### config.mk
export PLATFORM = sky130hd
export DESIGN_NAME = panda_mem_arbiter
export DESIGN_NICKNAME = d
export VERILOG_FILES = /design/src/rtl/panda_mem_arbiter.sv
export SDC_FILE = /design/constraint.sdc
export NUM_CORES = 1
export LEC_CHECK = 0
export ABC_AREA = 1
export CAP_MARGIN = 40
export CELL_PAD_IN_SITES_DETAIL_PLACEMENT = 1
export CELL_PAD_IN_SITES_GLOBAL_PLACEMENT = 1
export CORE_MARGIN = 3
export CORE_UTILIZATION = 10
export DETAILED_ROUTE_END_ITERATION = 16
export PLACE_DENSITY_LB_ADDON = 0.1
export SETUP_SLACK_MARGIN = 0.05
export SYNTH_ARGS = -nofsm -noshare
export SYNTH_HDL_FRONTEND = slang
export SYNTH_SLANG_ARGS = --single-unit
export TNS_END_PERCENT = 20
### constraint.sdc
create_clock -name clk_i -period 1.85 [get_ports clk_i]
set_clock_uncertainty 0.05 [all_clocks]
set_input_delay 0.37 -clock clk_i [delete_from_list [all_inputs] [get_ports clk_i]]
set_output_delay 0.37 -clock clk_i [all_outputs]
set_load 0.01 [all_outputs]
### src/rtl/panda_mem_arbiter.sv
// Two-port (fetch + LSU) to one-port arbiter for a shared panda_ram; data wins conflicts.
// Optional fetch-starvation guard enabled by `define PANDA_MEM_ARB_STARVE_GUARD_EN.
module panda_mem_arbiter #(
  parameter int AddrWidth   = 10,
  parameter int ReadLatency = 1,
  parameter int MaxStall    = 4
) (
  input  logic                 clk_i,
  input  logic                 rst_ni,
  input  logic                 instr_req_i,
  input  logic [31:0]          instr_addr_i,
  output logic                 instr_gnt_o,
  output logic                 instr_rvalid_o,
  output logic [31:0]          instr_rdata_o,
  input  logic                 data_req_i,
  input  logic                 data_we_i,
  input  logic [3:0]           data_be_i,
  input  logic [31:0]          data_addr_i,
  input  logic [31:0]          data_wdata_i,
  output logic                 data_gnt_o,
  output logic                 data_rvalid_o,
  output logic [31:0]          data_rdata_o,
  output logic                 mem_ce_o,
  output logic [3:0]           mem_we_o,
  output logic [AddrWidth-1:0] mem_addr_o,
  output logic [31:0]          mem_data_o,
  input  logic [31:0]          mem_data_i
);

  localparam int          Tail     = ReadLatency - 1;
  localparam logic [3:0]  StallMax = 4'(MaxStall);

  logic                 w_instr_gnt, w_data_gnt, w_force;
  logic                 w_ce;
  logic [3:0]           w_we;
  logic [AddrWidth-1:0] w_addr;
  logic [31:0]          w_wdata;

  function automatic logic [3:0] sat_inc(input logic [3:0] cnt, input logic [3:0] lim);
    return (cnt >= lim) ? lim : cnt + 4'd1;
  endfunction

`ifdef PANDA_MEM_ARB_STARVE_GUARD_EN
  logic [3:0] r_stall_cnt;

  assign w_force = instr_req_i & data_req_i & (r_stall_cnt == StallMax);

  always_ff @(posedge clk_i or negedge rst_ni) begin
    if (!rst_ni) begin
      r_stall_cnt <= '0;
    end else if (instr_req_i && !w_instr_gnt) begin
      r_stall_cnt <= sat_inc(r_stall_cnt, StallMax);
    end else begin
      r_stall_cnt <= '0;
    end
  end
`else
  logic w_unused_stall;
  assign w_force        = 1'b0;
  assign w_unused_stall = ^{StallMax, sat_inc(4'd0, 4'd0)};
`endif

  assign w_data_gnt  = data_req_i & ~w_force;
  assign w_instr_gnt = instr_req_i & ~w_data_gnt;
  assign instr_gnt_o = w_instr_gnt;
  assign data_gnt_o  = w_data_gnt;

  always_comb begin
    w_ce    = 1'b0;
    w_we    = 4'b0;
    w_addr  = '0;
    w_wdata = 32'b0;
    if (w_data_gnt) begin
      w_ce    = 1'b1;
      w_we    = data_we_i ? data_be_i : 4'b0;
      w_addr  = data_addr_i[AddrWidth+1:2];
      w_wdata = data_wdata_i;
    end else if (w_instr_gnt) begin
      w_ce    = 1'b1;
      w_addr  = instr_addr_i[AddrWidth+1:2];
    end
  end

  // Memory drive is forced quiet while reset is held; grants stay live.
  assign mem_ce_o   = w_ce & rst_ni;
  assign mem_we_o   = w_we & {4{rst_ni}};
  assign mem_addr_o = w_addr & {AddrWidth{rst_ni}};
  assign mem_data_o = w_wdata & {32{rst_ni}};

  logic                   w_push_vld, w_push_own, w_push_st;
  logic [ReadLatency-1:0] w_vld_n, w_own_n, w_st_n;
  logic [ReadLatency-1:0] r_vld_p, r_own_p, r_st_p;

  assign w_push_vld = w_instr_gnt | w_data_gnt;
  assign w_push_own = w_data_gnt;
  assign w_push_st  = w_data_gnt & data_we_i;

  generate
    if (ReadLatency == 1) begin : g_shift1
      assign w_vld_n = w_push_vld;
      assign w_own_n = w_push_own;
      assign w_st_n  = w_push_st;
    end else begin : g_shiftn
      assign w_vld_n = {r_vld_p[ReadLatency-2:0], w_push_vld};
      assign w_own_n = {r_own_p[ReadLatency-2:0], w_push_own};
      assign w_st_n  = {r_st_p[ReadLatency-2:0], w_push_st};
    end
  endgenerate

  // Response pipeline: {valid, owner (1 = data), is_store}, tail at index Tail.
  always_ff @(posedge clk_i or negedge rst_ni) begin
    if (!rst_ni) begin
      r_vld_p <= '0;
      r_own_p <= '0;
      r_st_p  <= '0;
    end else begin
      r_vld_p <= w_vld_n;
      r_own_p <= w_own_n;
      r_st_p  <= w_st_n;
    end
  end

  assign instr_rvalid_o = r_vld_p[Tail] & ~r_own_p[Tail];
  assign data_rvalid_o  = r_vld_p[Tail] & r_own_p[Tail];
  assign instr_rdata_o  = instr_rvalid_o ? mem_data_i : 32'b0;
  assign data_rdata_o   = (data_rvalid_o && !r_st_p[Tail]) ? mem_data_i : 32'b0;

  logic w_unused_addr;
  assign w_unused_addr = ^{instr_addr_i[31:AddrWidth+2], instr_addr_i[1:0],
                           data_addr_i[31:AddrWidth+2], data_addr_i[1:0]};

endmodule

Word-level counts from Yosys, hierarchy flattened
Index checks and enable logic that the tools add are counted.

Multiplexer cells: 9. Bitwise gates (word level): 11. Reductions and logical operators: 2.

Operators by type and width (number): two-way mux 32 bit (3); bitwise AND 32 bit (1); two-way mux 10 bit (2); bitwise AND 10 bit (1); two-way mux 4 bit (2); bitwise AND 1 bit (5); bitwise AND 4 bit (1); two-way mux 1 bit (2); inverter 1 bit (2); logical AND 1 bit (1); zero test 1 bit (1); OR 1 bit (1).

Register bits: 3. Word-level logic and storage cells: 25.

Depth between registers and ports, before layout
Gate-level depths: netlist (run 1).

Word-level depth: 5. Depth in mapped cells: 5.

Worst setup path after synthesis (run 1)
No wires, ideal clock.

Path kind: register -> output. Start point: reg r_own_p. End point: out instr_rdata_o[10]. Arrival: 0.901 ns. Required time: 1.430 ns. Slack: 0.529 ns. Cell stages (with the launch flop): 5. Path through: dfrtp_1 -> nor2_4 -> inv_2 -> buf_6 -> nor2_2.

Word-level cells in the longest chain between the ends: 3.

RTL lines: start: declaration (RTL line 92) `logic [ReadLatency-1:0] r_vld_p, r_own_p, r_st_p;`; start signal: assignment (RTL line 118) `r_own_p <= w_own_n;`; inverter 1 bit (RTL line 123) `assign instr_rvalid_o = r_vld_p[Tail] & ~r_own_p[Tail];`; bitwise AND 1 bit (RTL line 123); net instr_rvalid_o (RTL line 13) `output logic instr_rvalid_o,`; two-way mux 32 bit (RTL line 125) `assign instr_rdata_o = instr_rvalid_o ? mem_data_i : 32'b0;`; end: declaration (RTL line 14) `output logic [31:0] instr_rdata_o,`.

The timed path passes the listed nets, and every way through them passes these cells.

Worst setup path in the final report (run 1)
Start point: reg r_own_p. End point: out instr_rdata_o[24].

Word-level cells in the longest chain between the ends: 3.

RTL lines (RTL line): inverter 1 bit (123); bitwise AND 1 bit (123); two-way mux 32 bit (125).

Every way passes these cells.

==> flow_summary.json, run 1 <==
{
  "status": "completed",
  "critPathKind": "flip-flop to output port",
  "rsz0062_at_grt": "yes",
  "rows": 38,
  "dp_cells": 596,
  "cts_buffers": 3,
  "synth_top_area_share_pct": 24.9,
  "clockBufferDepth": 2,
  "final_area_um2": 3280,
  "synth.distinct_cells": 14,
  "tns_ns": 0,
  "placed_cell_area_um2": 3450,
  "synth_edf_count": 0,
  "yosys_register_bits": 3,
  "initial_utilization_pct": 10.5,
  "grt_pass1_wl_um": 10600,
  "maxCapViolations": 0,
  "cp_max_fo": 15,
  "critPathLaunchType": "flip-flop",
  "hold_path.class": "primary input to async pin",
  "cp.depth": 5,
  "slowest_delay_ns": 0.41,
  "die-area_um2": 13100,
  "async_flop_share_pct": 100,
  "yosys-top-cells-area": "inv_1, nor2_1, nor2_2",
  "wl_um": 6920,
  "grt_max_degree": 33,
  "slew_headroom_pct": 85.5,
  "yosysTopAreaCell": "inv_1",
  "max_freq_mhz": 575,
  "p_leak_nw": 2.03,
  "firstDrtPassIters": 4,
  "antenna_found_initial": 0,
  "synth_fp_nets": 385,
  "fin_crit_sh_pct": 94.0,
  "finalSetupViolations": 0,
  "post-route-min-period_ns": 1.74,
  "crit_buf_inv": 3,
  "dr_total_vias": 2127,
  "synthFlopType": "dfrtp_1",
  "maxSlewViolCount": 0,
  "die_y_um": 114,
  "pwr_density_cell_nw_per_um2": 320,
  "place_worst_setup_slack_ns": -0.444,
  "grt_util_all_layers_pct": 9.87,
  "drive_gt1_share_pct": 20.0,
  "n_antenna_cell": 0,
  "avgSynthCellArea_um2": 4.74,
  "layout-area-overhead-vs-synth_pct": 179,
  "ys_warn_count": 0,
  "worst_pin_slew_ns": 0.218,
  "holdBufCountCts": 0,
  "clkTransAtPathRegs_ns": 0.03,
  "post_drt_wl_per_cell_um": 11.5,
  "antenna_left": 0,
  "coreArea_um2": 11200,
  "hpwl_um": 6140,
  "place.gp.congestion": 0.677,
  "end_kind": "output port",
  "cts_num_sinks": 3,
  "worstPathRequired_ns": 1.43,
  "numPortBuffers": 207,
  "grt_overflow": 0,
  "crit_path_cell_trace": "nor2_4 -> inv_2 -> buf_12 -> nor2_2 -> clkdlybuf4s15_1",
  "regArea_um2": 75.1,
  "pin_count": 252,
  "synthMostInstantiatedCell": "inv_1",
  "netlist_area_um2": 1180,
  "setup_ws_ns": 0.111,
  "synthCells": 248,
  "finalHoldViolations": 0,
  "fillers": 1441,
  "die_w_um": 114,
  "cts_tree": "yes",
  "utilization_pct": 29.4,
  "multi_input_area_um2": 681,
  "cp_slowest_cell": "dfrtp_1",
  "first_global_vias": 2175,
  "routed_via_density": 3.55,
  "cts_root_buf": "clkbuf_16",
  "final_cells": 600,
  "drc_errors": 0,
  "num-nets-final": 598,
  "critPathTopFamily": "buffers and inverters",
  "worstPathArrival_ns": 1.32,
  "ir_drop_mv": 0.213,
  "power_mw": 1.05,
  "detail_route.iter0.violations": 34,
  "ys_top_cells_by_count": "inv_1, nor2_1, nand2_1",
  "htreeDepth": 1,
  "post_cts_buffers": 0,
  "ys_seq_area_share_pct": 6.38,
  "whs_ns": 0.362
}
==> how the worst max path moves through the flow <==
| stage | start | endpoint | slack [ns] |
|---|---|---|---|
| after floorplan | r_own_p$_DFF_PN0_ | instr_rdata_o[10] | 0.53 |
| after global placement | rst_ni | mem_addr_o[0] | -0.44 |
| after detailed placement | data_req_i | mem_addr_o[6] | -0.44 |
| after CTS | r_own_p$_DFF_PN0_ | instr_rdata_o[17] | 0.05 |
| after global routing | r_own_p$_DFF_PN0_ | instr_rdata_o[24] | 0.01 |
| final | r_own_p$_DFF_PN0_ | instr_rdata_o[24] | 0.11 |
==> registers in the layout, summed over array words and instances (netlist names) <==
name,flops
r_st_p,1
r_vld_p,1
r_own_p,1
==> where the power goes <==
group	switching, mW	leakage [nW]	internal, mW
Clock	0.0574	0.0382	0.284
Combinational	0.281	1.95	0.355
Sequential	0.00309	0.0348	0.0694
==> timing repair <==
action | CTS | global route
gates resized for setup | 127 | 80
setup endpoints to repair | 114 | 47
pin swaps | 1 | 0
==> layout by cell type, fill, tap and decap left out, drive strengths merged <==
cell type	instances
or2	1
dfrtp	3
buf	15
inv	81
nor2	102
o21a	1
dlygate4sd2	68
clkdlybuf4s15	14
clkdlybuf4s50	89
nand2	47
clkbuf	38
nand3	1
==> layer usage <==
metal | wire length [um] | vias up | track usage [%]
li1 | - | 1078 | -
met1 | 2510 | 911 | 10.4
met2 | 3320 | 132 | 17.6
met3 | 996 | 6 | 4.55
met4 | 85 | 0 | 2.69
met5 | 0 | - | 0
==> area by class of cell <==
| cell class | count | share of cell area, % |
|---|---|---|
| flip-flops and latches | 3 | 2.29 |
| multi-input cells | 152 | 20.7 |
| clock buffers | 4 | 2.40 |
| repair buffers | 220 | 59.9 |
| inverters | 81 | 9.34 |
| well taps | 140 | 5.34 |
==> kinds of logic after synthesis <==
logic type	Yosys count	synth area share, %
and+or+nand+nor	151	57.0
buffers and inverters	93	36.0
DFF	3	6.38
AOI/OAI and AO/OA	1	0.639
No activity file was read; power rests on OpenSTA's default activity.
==> run 2, diff against run 1 <==
ABC_AREA = unset   (was 1)
==> flow_summary.json, run 2 <==
{
  "status": "completed",
  "netlist_area_um2": 973,
  "pin_count": 252,
  "coreArea_um2": 9370,
  "rsz0062_at_grt": "yes",
  "synthFlopType": "dfrtp_1",
  "avgSynthCellArea_um2": 7.05,
  "synth_fa_ha_area_share_pct": 0,
  "synth_top_area_share_pct": 43.1,
  "htreeDepth": 1,
  "ys_top_cells_by_count": "and2_1, and3_1, a32o_2",
  "fin_crit_sh_pct": 96.2,
  "die_y_um": 105,
  "grt_overflow": 0,
  "worstPathArrival_ns": 1.36,
  "grt_max_degree": 20,
  "synth_compound_area_share_pct": 11.6,
  "drive_gt1_share_pct": 38.3,
  "num-nets-final": 488,
  "whs_ns": 0.209,
  "critPathKind": "flip-flop to output port",
  "die-area_um2": 11000,
  "antenna_found_initial": 0,
  "layout_common_cells": "clkdlybuf4s50_1, and2_1, buf_2, dlygate4sd2_1, and3_1",
  "initial_utilization_pct": 10.4,
  "critPathLaunchType": "flip-flop",
  "final_common_cell": "clkdlybuf4s50_1",
  "p_switching_mw": 0.291,
  "combPwrFrac_pct": 71.9,
  "synthSimpleGateAreaFrac_pct": 71.7,
  "n_antenna_cell": 0,
  "setup_ws_ns": 0.0699,
  "use_met3_pct": 5.00,
  "rows": 35,
  "cp_max_fo": 16,
  "post_drt_wl_per_cell_um": 15.8,
  "maxSlewViolCount": 0,
  "clkTransAtPathRegs_ns": 0.03,
  "synth_fp_nets": 275,
  "first_global_vias": 1999,
  "crit_buf_inv": 2,
  "cp_slowest_cell": "dfrtp_1",
  "cts_buffers": 3,
  "yosys_register_bits": 3,
  "finalHoldViolations": 0,
  "yosys-top-cells-area": "and2_1, and3_1, a32o_2",
  "synth-xor-area-share_pct": 0,
  "p_sw_share_pct": 31.5,
  "regArea_um2": 75.1,
  "synthMuxAreaShare_pct": 0,
  "crit_path_cell_trace": "and3b_2 -> buf_8 -> and2_1 -> buf_2",
  "tns_ns": 0,
  "dr_total_vias": 1874,
  "multi_input_area_um2": 871,
  "wl_um": 7590,
  "use_met1_pct": 13.5,
  "ir_drop_mv": 0.134,
  "drc_errors": 0,
  "hold_path.class": "primary input to async pin",
  "synth_top_family_by_area": "simple AND/OR/NAND/NOR gates",
  "fillers": 1154,
  "end_kind": "output port",
  "placed_cell_area_um2": 3230,
  "antenna_left": 0,
  "grt_use_met2_pct": 24.8,
  "max_freq_mhz": 562,
  "routed_via_density": 3.91,
  "grt_pass1_wl_um": 11300,
  "clkPwrFrac_pct": 20.4,
  "slew_headroom_pct": 86.6,
  "power_mw": 0.923,
  "grt_util_all_layers_pct": 12.9,
  "cts_num_sinks": 3,
  "holdBufCountCts": 0,
  "synthCells": 138,
  "numPortBuffers": 207,
  "die_w_um": 105,
  "slowest_delay_ns": 0.40,
  "ys_warn_count": 0,
  "busiest_layer": "met2",
  "yosysTopAreaCell": "and2_1",
  "layout-area-overhead-vs-synth_pct": 224,
  "detail_route.iter0.violations": 21,
  "clockBufferDepth": 2,
  "place_worst_setup_slack_ns": -0.583,
  "synth_edf_count": 0,
  "worstPathRequired_ns": 1.43,
  "ys_seq_area_share_pct": 7.71,
  "pwr_density_cell_nw_per_um2": 293,
  "startpoint": "r_own_p$_DFF_PN0_",
  "firstDrtPassIters": 4,
  "critPathTopFamily": "simple AND/OR/NAND/NOR gates",
  "place.gp.congestion": 0.741,
  "seq_power_share_pct": 7.8,
  "p_leak_nw": 1.74,
  "largestRegisters": "r_own_p x1, r_st_p x1, r_vld_p x1",
  "finalSetupViolations": 0,
  "final_area_um2": 3150,
  "hpwl_um": 6080,
  "synthMostInstantiatedCell": "and2_1",
  "p_int_mw": 0.633,
  "maxCapViolations": 0,
  "cts_root_buf": "clkbuf_8",
  "cts_tree": "yes",
  "synth.distinct_cells": 15,
  "async_flop_share_pct": 100,
  "post-route-min-period_ns": 1.78,
  "worst_pin_slew_ns": 0.201
}
-- run 2: what timing repair did --
| action | 4_1_cts | 5_1_grt |
|---|---|---|
| pin swaps | 1 | 15 |
| cloned | 4 | 1 |
| resized for setup | 327 | 62 |
| buffers inserted | 1 | 1 |
| endpoints found under the setup margin | 114 | 65 |
-- run 2: through the flow --
stage	util, %	instances
floorplan	-	138
detailed placement	34.4	469
global placement	34.4	469
global route	33.6	479
CTS	32.9	478
finish	33.6	479
-- run 2: path summary, 6_finish.rpt --
path,cells after the start,slack [ns],to
min in group clk_i,2,0.48,r_vld_p$_DFF_PN0_
hold / removal,3,0.21,r_vld_p$_DFF_PN0_
max in group asynchronous,3,1.42,r_own_p$_DFF_PN0_
setup / recovery,4,0.07,data_rdata_o[28]
-- run 2: layout make-up --
class / count / area share, %
Timing Repair Buffer: 223 / 63.5
Multi-Input combinational cell: 120 / 27.6
Tap cell: 129 / 5.12
Clock buffer: 4 / 1.43
Sequential cell: 3 / 2.38
-- run 2: cell families (layout without fill, tap and decap cells) --
group | count (synthesis) | after routing
compound gates | 10 | 10
simple gates | 109 | 110
buf+inv | 16 | 227
flops | 3 | 3
-- run 2: per-layer routing --
layer / vias up / wire length [um]
met4: 0 / 33
li1: 896 / -
met5: - / 0
met3: 4 / 699
met2: 106 / 4130
met1: 868 / 2730
-- run 2: power by group through the flow --
stage          Sequential, mW  Clock, mW  Combinational, mW
5_1_grt                0.0723      0.201              0.719
2_1_floorplan          0.0714          0              0.208
3_3_place_gp           0.0717          0              0.696
4_1_cts                0.0716      0.196              0.642
6_report               0.0716      0.188              0.663
3_5_place_dp           0.0718          0              0.696
